`src/rtl/serial_pattern_transmitter.sv`:
```
`default_nettype none
// ============================================================================
// Module      : serial_pattern_transmitter
// Description : Shifts a latched 1-8 bit pattern out MSB-first, repeated with
//               idle gaps, and shows transfer status on a 7-segment output.
// Revision    : 1.0 - initial release
// ============================================================================
module serial_pattern_transmitter #(
  parameter int unsigned CLKS_PER_BIT = 1,
  parameter bit          IDLE_LEVEL   = 1'b0
) (
  input  logic       clk,
  input  logic       rst_n,
  input  logic       start,
  input  logic       abort,
  input  logic [7:0] pattern,
  input  logic [2:0] len,
  input  logic [3:0] reps,
  output logic       tx_bit,
  output logic       tx_valid,
  output logic       busy,
  output logic       done,
  output logic [7:0] seg
);

  localparam logic [1:0] S_IDLE = 2'd0;
  localparam logic [1:0] S_SEND = 2'd1;
  localparam logic [1:0] S_GAP  = 2'd2;
  localparam logic [1:0] S_DONE = 2'd3;

  localparam logic [7:0] C_HOLD_LAST = 8'(CLKS_PER_BIT - 1);
  localparam logic [7:0] C_SEG_IDLE  = 8'b0000_0010;
  localparam logic [7:0] C_SEG_BUSY  = 8'b1000_0010;
  localparam logic [7:0] C_SEG_DONE  = 8'b1111_1111;

  logic [1:0] state_q, state_d;
  logic [7:0] pat_q, pat_d;
  logic [2:0] last_idx_q, last_idx_d;
  logic [2:0] idx_q, idx_d;
  logic [3:0] pass_q, pass_d;
  logic [7:0] hold_q, hold_d;
  logic       sticky_q, sticky_d;
  logic       tx_bit_q, tx_bit_d;
  logic       tx_valid_q, tx_valid_d;
  logic       busy_q, busy_d;
  logic       done_q, done_d;
  logic [7:0] seg_q, seg_d;
  logic       hold_last;

  assign hold_last = (hold_q == C_HOLD_LAST);

  always_ff @(posedge clk or posedge rst_n) begin
    if (rst_n) begin
      state_q    <= S_IDLE;
      pat_q      <= 8'd0;
      last_idx_q <= 3'd0;
      idx_q      <= 3'd0;
      pass_q     <= 4'd0;
      hold_q     <= 8'd0;
      sticky_q   <= 1'b0;
      tx_bit_q   <= IDLE_LEVEL;
      tx_valid_q <= 1'b0;
      busy_q     <= 1'b0;
      done_q     <= 1'b0;
      seg_q      <= C_SEG_IDLE;
    end else begin
      state_q    <= state_d;
      pat_q      <= pat_d;
      last_idx_q <= last_idx_d;
      idx_q      <= idx_d;
      pass_q     <= pass_d;
      hold_q     <= hold_d;
      sticky_q   <= sticky_d;
      tx_bit_q   <= tx_bit_d;
      tx_valid_q <= tx_valid_d;
      busy_q     <= busy_d;
      done_q     <= done_d;
      seg_q      <= seg_d;
    end
  end

  always_comb begin
    state_d    = state_q;
    pat_d      = pat_q;
    last_idx_d = last_idx_q;
    idx_d      = idx_q;
    pass_d     = pass_q;
    hold_d     = hold_q;
    sticky_d   = sticky_q;
    if (abort) begin
      state_d = S_IDLE;
    end else begin
      case (state_q)
        S_IDLE: begin
          if (start) begin
            // len wraps 0 -> 7, so len-1 is the first index for every L in 1..8
            state_d    = S_SEND;
            pat_d      = pattern;
            last_idx_d = len - 3'd1;
            idx_d      = len - 3'd1;
            pass_d     = reps;
            hold_d     = 8'd0;
            sticky_d   = 1'b0;
          end
        end
        S_SEND: begin
          if (hold_last) begin
            hold_d = 8'd0;
            if (idx_q == 3'd0) begin
              if (pass_q != 4'd0) begin
                pass_d  = pass_q - 4'd1;
                state_d = S_GAP;
              end else begin
                state_d = S_DONE;
              end
            end else begin
              idx_d = idx_q - 3'd1;
            end
          end else begin
            hold_d = hold_q + 8'd1;
          end
        end
        S_GAP: begin
          if (hold_last) begin
            hold_d  = 8'd0;
            idx_d   = last_idx_q;
            state_d = S_SEND;
          end else begin
            hold_d = hold_q + 8'd1;
          end
        end
        default: begin
          sticky_d = 1'b1;
          state_d  = S_IDLE;
        end
      endcase
    end
  end

  // Outputs are derived from next-state values so they register in step with the FSM
  always_comb begin
    tx_bit_d   = IDLE_LEVEL;
    tx_valid_d = 1'b0;
    busy_d     = 1'b0;
    done_d     = 1'b0;
    seg_d      = sticky_d ? C_SEG_DONE : C_SEG_IDLE;
    case (state_d)
      S_SEND: begin
        tx_bit_d   = pat_d[idx_d];
        tx_valid_d = 1'b1;
        busy_d     = 1'b1;
        seg_d      = C_SEG_BUSY;
      end
      S_GAP: begin
        busy_d = 1'b1;
        seg_d  = C_SEG_BUSY;
      end
      S_DONE: begin
        done_d = 1'b1;
        seg_d  = C_SEG_DONE;
      end
      default: ;
    endcase
  end

  assign tx_bit   = tx_bit_q;
  assign tx_valid = tx_valid_q;
  assign busy     = busy_q;
  assign done     = done_q;
  assign seg      = seg_q;

endmodule
`default_nettype wire

```
`config.mk`:
```
export PLATFORM = sky130hd
export DESIGN_NAME = serial_pattern_transmitter
export DESIGN_NICKNAME = d
export VERILOG_FILES = /design/src/rtl/serial_pattern_transmitter.sv
export SDC_FILE = /design/constraint.sdc
export NUM_CORES = 1
export LEC_CHECK = 0
export CORE_UTILIZATION = 48
export CTS_CLUSTER_SIZE = 10
export DETAILED_ROUTE_END_ITERATION = 16
export GPL_TIMING_DRIVEN = 0
export MAX_ROUTING_LAYER = met4
export PLACE_DENSITY = 0.75
export SETUP_SLACK_MARGIN = 0.1
export SLEW_MARGIN = 5
export SYNTH_ARGS = -nofsm -noshare
export SYNTH_HDL_FRONTEND = slang
export SYNTH_SLANG_ARGS = --single-unit
```
`constraint.sdc`:
```
create_clock -name clk -period 2.3 [get_ports clk]
set_clock_uncertainty 0.05 [all_clocks]
set_input_delay 0.345 -clock clk [delete_from_list [all_inputs] [get_ports clk]]
set_output_delay 0.345 -clock clk [all_outputs]
set_load 0.03 [all_outputs]
```
# Word-level counts from Yosys, hierarchy flattened
# Index checks and enable logic that the tools add are counted.
# op_classes
n_addsub,4
n_lt_le_gt_ge,1
eq_ne,9
n_mux,35
bitwise_logic,1
reduce_logical,11
# ops
cell,count
$mux 8,6
$pmux 8 s2,2
$mux 4,4
$mux 3,5
$mux 2,5
$pmux 3 s3,1
$add 8x1->8 const B,1
$logic_not 8->1,1
$mux 1,8
$ne 2x2->1 const B,4
$pmux 4 s2,1
$eq 2x2->1 const B,3
$pmux 2 s3,1
$reduce_and 3->1,2
$reduce_and 6->1,1
$sub 3x1->3 const B,2
$eq 2x1->1 const B,2
$lt 3x4->1 const B,1
$reduce_bool 2->1,2
$reduce_bool 4->1,1
$reduce_or 2->1,2
$sub 4x1->4 const B,1
$bmux 1 s3,1
$logic_not 3->1,1
3 further kinds,3
# totals
ff_bits,41
inputBits,19
word_cells,73

# Longest topological paths before layout
# Gate-level depths: netlist (run 1).
# logic_depth
depth_word,9
ltp_mapped,11
ltp_nobuf,11

# Least setup slack after synthesis (run 1)
# OpenSTA, ideal clock, no wires.
# synth_timing
path_type,register to register
start,register hold_q[0]
end,"register seg_q[6], in the netlist seg[6]"
setup_ns,0.119
arrival_time_ns,2.156
t_required_ns,2.131
setup_slack_ns,-0.024
path_stages_with_launch,12
path_buffers,0
cell_sequence,dfrtp_1 > inv_1 > ha_1 > nor4b_4 > nand2_4 > o31a_1 > nor3_1 > nor2_1 > o21ai_0 > inv_1 > ha_1 > o21a_1
# synth_between
elab_chain_cells,7
# synth_lines
element,line,text
"start, declared",41,"logic [7:0] hold_q, hold_d;"
"start signal, assigned",72,hold_q <= hold_d;
$logic_not 8->1 (*),50,assign hold_last = (hold_q == C_HOLD_LAST);
"$mux 2, on equally long branches","124, 107",
$pmux 2 s3 (*),93,case (state_q)
$mux 2 (*),90,if (abort) begin
via state_d[0],36,"logic [1:0] state_q, state_d;"
$eq 2x2->1 / $eq 2x1->1 (equally long branches),147,case (state_d)
$reduce_or 2->1 (no source line),--,
$pmux 8 s2 (*),147,
"end signal, assigned",78,seg_q <= seg_d;
"end, declared",47,"logic [7:0] seg_q, seg_d;"
# The timed path passes the listed nets; every way through them passes the cells marked *.
# A chain may end at the register's enable or synchronous reset.

# Worst setup path in the final report (run 1)
# layout_timing
start,register hold_q[1]
end,"register seg_q[6], in the netlist seg[6]"
# layout_between
elab_chain_cells,7
# layout_lines
element,line
$logic_not 8->1 (*),50
"$mux 2, on equally long branches","124, 107"
$pmux 2 s3 (*),93
$mux 2 (*),90
$eq 2x2->1 / $eq 2x1->1 (equally long branches),147
$reduce_or 2->1 (no source line),--
$pmux 8 s2 (*),147
# Mark *: on every way between the ends. The rest lies on a longest branch, timed or not.

==> impl_metrics.toml, run 1 <==
[run_status]
status = "finished with violations"
violations = "negative setup slack"

[route]
avgViaCountPerCell = 5.50
drt_first_pass_iters = 4
drc_errors = 0
vias = 1660
routed_wl_um = 4660
post_drt_wl_per_cell_um = 15.4
antenna_left = 0
initialDrtViolationCount = 67

[hold_path]
hold_path.class = "in -> async"

[pwr]
swShare_pct = 34.0
p_seq_share_pct = 33.7
power_density_nw_per_um2 = 904
ir_worst_vdd_uv = 707
p_leak_uw = 0.00126
p_comb_share_pct = 39.3
power.internal_uw = 1650
clkPwrFrac_pct = 27.0
power.net_switching_uw = 850

[synth]
synth-main-ff-cell = "dfrtp_1"
yosys-top-cells-area = "dfrtp_1, ha_1, mux2_2, inv_1, o21ai_0"
synth_warnings = 0
ys_seq_area_share_pct = 43.2
synth.avg_cell_area_um2 = 10.1
netlist_area_um2 = 2030
post-synth-top-area-fraction_pct = 43.2
synth_cell_types = 49
syn-num-nets = 234
async_reset_ff_share_pct = 100
ys_ff_latch = 35
synth-edff-count = 0
synthCells = 201
synth_top_cell_by_area = "dfrtp_1"

[worst_setup_path]
setup.worst_path.start = "hold_q[1]"
worstPathMaxFanout = 3
critPathKind = "reg -> reg"
worst-endpoint-arrival_ns = 2.50
crit_path_start_kind = "register"
cp.required_ns = 2.48
regToRegStartpoint = "hold_q[1]"
end_kind = "register"
reg2reg_depth = 10

[layout]
drive_gt1_share_pct = 30.6
final_area_um2 = 2770
layout_common_cells = "dfrtp_1, clkdlybuf4s50_1, buf_4"
n_antenna_cell = 0
final_nets = 284
fill_cells = 302
finalCoreUtilization_pct = 68.8
area_delta_synth_final_pct = 36.6
finalNonFillerCells = 302
layout_commonest_cell = "dfrtp_1"

[clock_network]
cts_sinks = 35
path_clk_slew_ns = 0.08
clock_latency_ns = 0.29
clockRootBuffer = "clkbuf_8"
cts_tree = "done"
htreeDepth = 2
clock_path_buffers = 2
cts_inserted_buffers = 5
ctsHoldBuffers = 0

[die]
core-area_um2 = 4030
start_util_pct = 50.4
dieArea_um2 = 4490
die_x_um = 67.0
die_h_um = 67.0
rows = 23
io_pins = 31

[sta]
fin_crit_ns = 2.32
fmax_mhz = 432
finalSetupViolCount = 1
fin_crit_sh_pct = 101
setup_tns_ns = -0.0174
slew-limit-headroom_pct = 52.2
fin_ws_ns = -0.0174
rsz0062_at_grt = "yes"
finalHoldViolCount = 0
slew_violations = 0
worst_slew_pin_slew_ns = 0.715

[place]
dp_slack_ns = -0.510
hpwl_um = 2910
dp.cells = 280
post_dp_cell_area_um2 = 2380
routabilityCongestion = 0.898
io_buffers = 29

[job]
max_cap_viol_count = 0

[grt]
grt_usage_pct = 23.5
grt_pass1_vias = 1607
grt.overflow.total = 0
grt_pass1_wl_um = 7420
antenna_found_initial = 0
grt_max_degree = 36
## power by group through the flow
| stage | combinational, uW | clock, uW | sequential (uW) |
|---|---|---|---|
| 3_5_place_dp | 860 | 0 | 847 |
| 5_1_grt | 1070 | 706 | 860 |
| 4_1_cts | 932 | 679 | 840 |
| 6_report | 985 | 675 | 844 |
| 2_1_floorplan | 583 | 0 | 873 |
| 3_3_place_gp | 849 | 0 | 838 |
## metrics by stage
stage / hold WS, ns / total power [uW]
after global placement: 0.413 / 1690
after global routing: 0.467 / 2640
after detailed placement: 0.426 / 1710
after floorplan: 0.392 / 1460
final: 0.437 / 2500
after CTS: 0.445 / 2450
## what timing repair did
action | CTS | global route
resized for setup | 22 | 16
setup endpoints to repair | 13 | 9
pin swaps | 8 | 10
setup buffers | 12 | 2
## cell type report
type / instances / area (um2) / area share [%]
inverter: 18 / 67.6 / 2.44
tap: 50 / 62.6 / 2.26
clock inverter: 3 / 67.6 / 2.44
buffer: 12 / 90.1 / 3.25
clock buffer: 5 / 68.8 / 2.48
timing repair buffer: 43 / 412 / 14.9
sequential: 35 / 876 / 31.6
multi-input combinational: 136 / 1130 / 40.7
## path summary, 6_finish.rpt
kind | slack, ns | endpoint
worst max-delay path | -0.02 | seg[6]
worst min-delay path | 0.44 | sticky_q
worst max register to register | -0.02 | seg[6]
worst min register to register | 0.45 | pat_q[0]
max in group asynchronous | 1.31 | last_idx_q[1]
min in group clk | 0.45 | pat_q[0]
## synth_stat cells (2+ instances only)
library cell	n
nor3_2	2
or2_2	3
o211a_1	2
nand2b_1	4
dfrtp_1	35
a31oi_1	2
ha_1	14
o22a_1	2
buf_2	2
mux2_2	8
xor2_1	6
nand4_1	2
nor2b_1	3
o21ai_0	11
nor2_1	13
buf_6	2
nand3_1	8
clkbuf_1	2
o22ai_1	2
inv_1	18
nand2_1	13
nor3_1	5
o211ai_1	2
a21oi_1	5
mux2i_1	5
buf_4	6
o31ai_1	2
## state kept, by name, summed over array words and instances, names as in the netlist
register    cells
state_q         2
busy            1
tx_valid        1
pass_q          4
done            1
pat_q           8
last_idx_q      3
hold_q          8
tx_bit          1
idx_q           3
sticky_q        1
seg             2
## critical path, stage by stage (launching register included)
cell and delay, ns:
dfrtp_1 0.40, inv_2 0.09, ha_4 0.12, nor4b_4 0.28, buf_4 0.19, buf_4 0.12, a41oi_1 0.14, or3_4 0.40
ha_2 0.19, o211ai_1 0.11, o21a_1 0.16
## metal layers
metal  share of wire (%)  vias to the layer above  GRT usage (%)
met1                  44                      826           26.0
met5                   0                        -              -
li1                    -                      792              -
met4                 2.0                        0           9.84
met2                  51                       36           40.4
met3                 3.3                        6           5.31
## cells by family (layout without fill, tap and decap cells)
| kind of cell | count (synthesis) | in the layout | share of synthesized area, % |
|---|---|---|---|
| and+or+nand+nor | 62 | 62 | 17.4 |
| AOI/OAI and AO/OA | 39 | 39 | 13.2 |
| DFF | 35 | 35 | 43.2 |
| buffers and inverters | 30 | 81 | 7.52 |
| adders and majority gates | 14 | 14 | 8.63 |
| muxes | 13 | 13 | 6.91 |
| xor gates and xnor gates | 7 | 7 | 3.02 |
| other | 1 | 1 | 0.185 |
No activity file was read; power rests on OpenSTA's default activity.
==> run 2: changes to the inputs <==
Settings changed: SLEW_MARGIN 5 to unset.
==> results of run 2 <==
No change in the layout: final DEF, timing and power equal those of run 1.
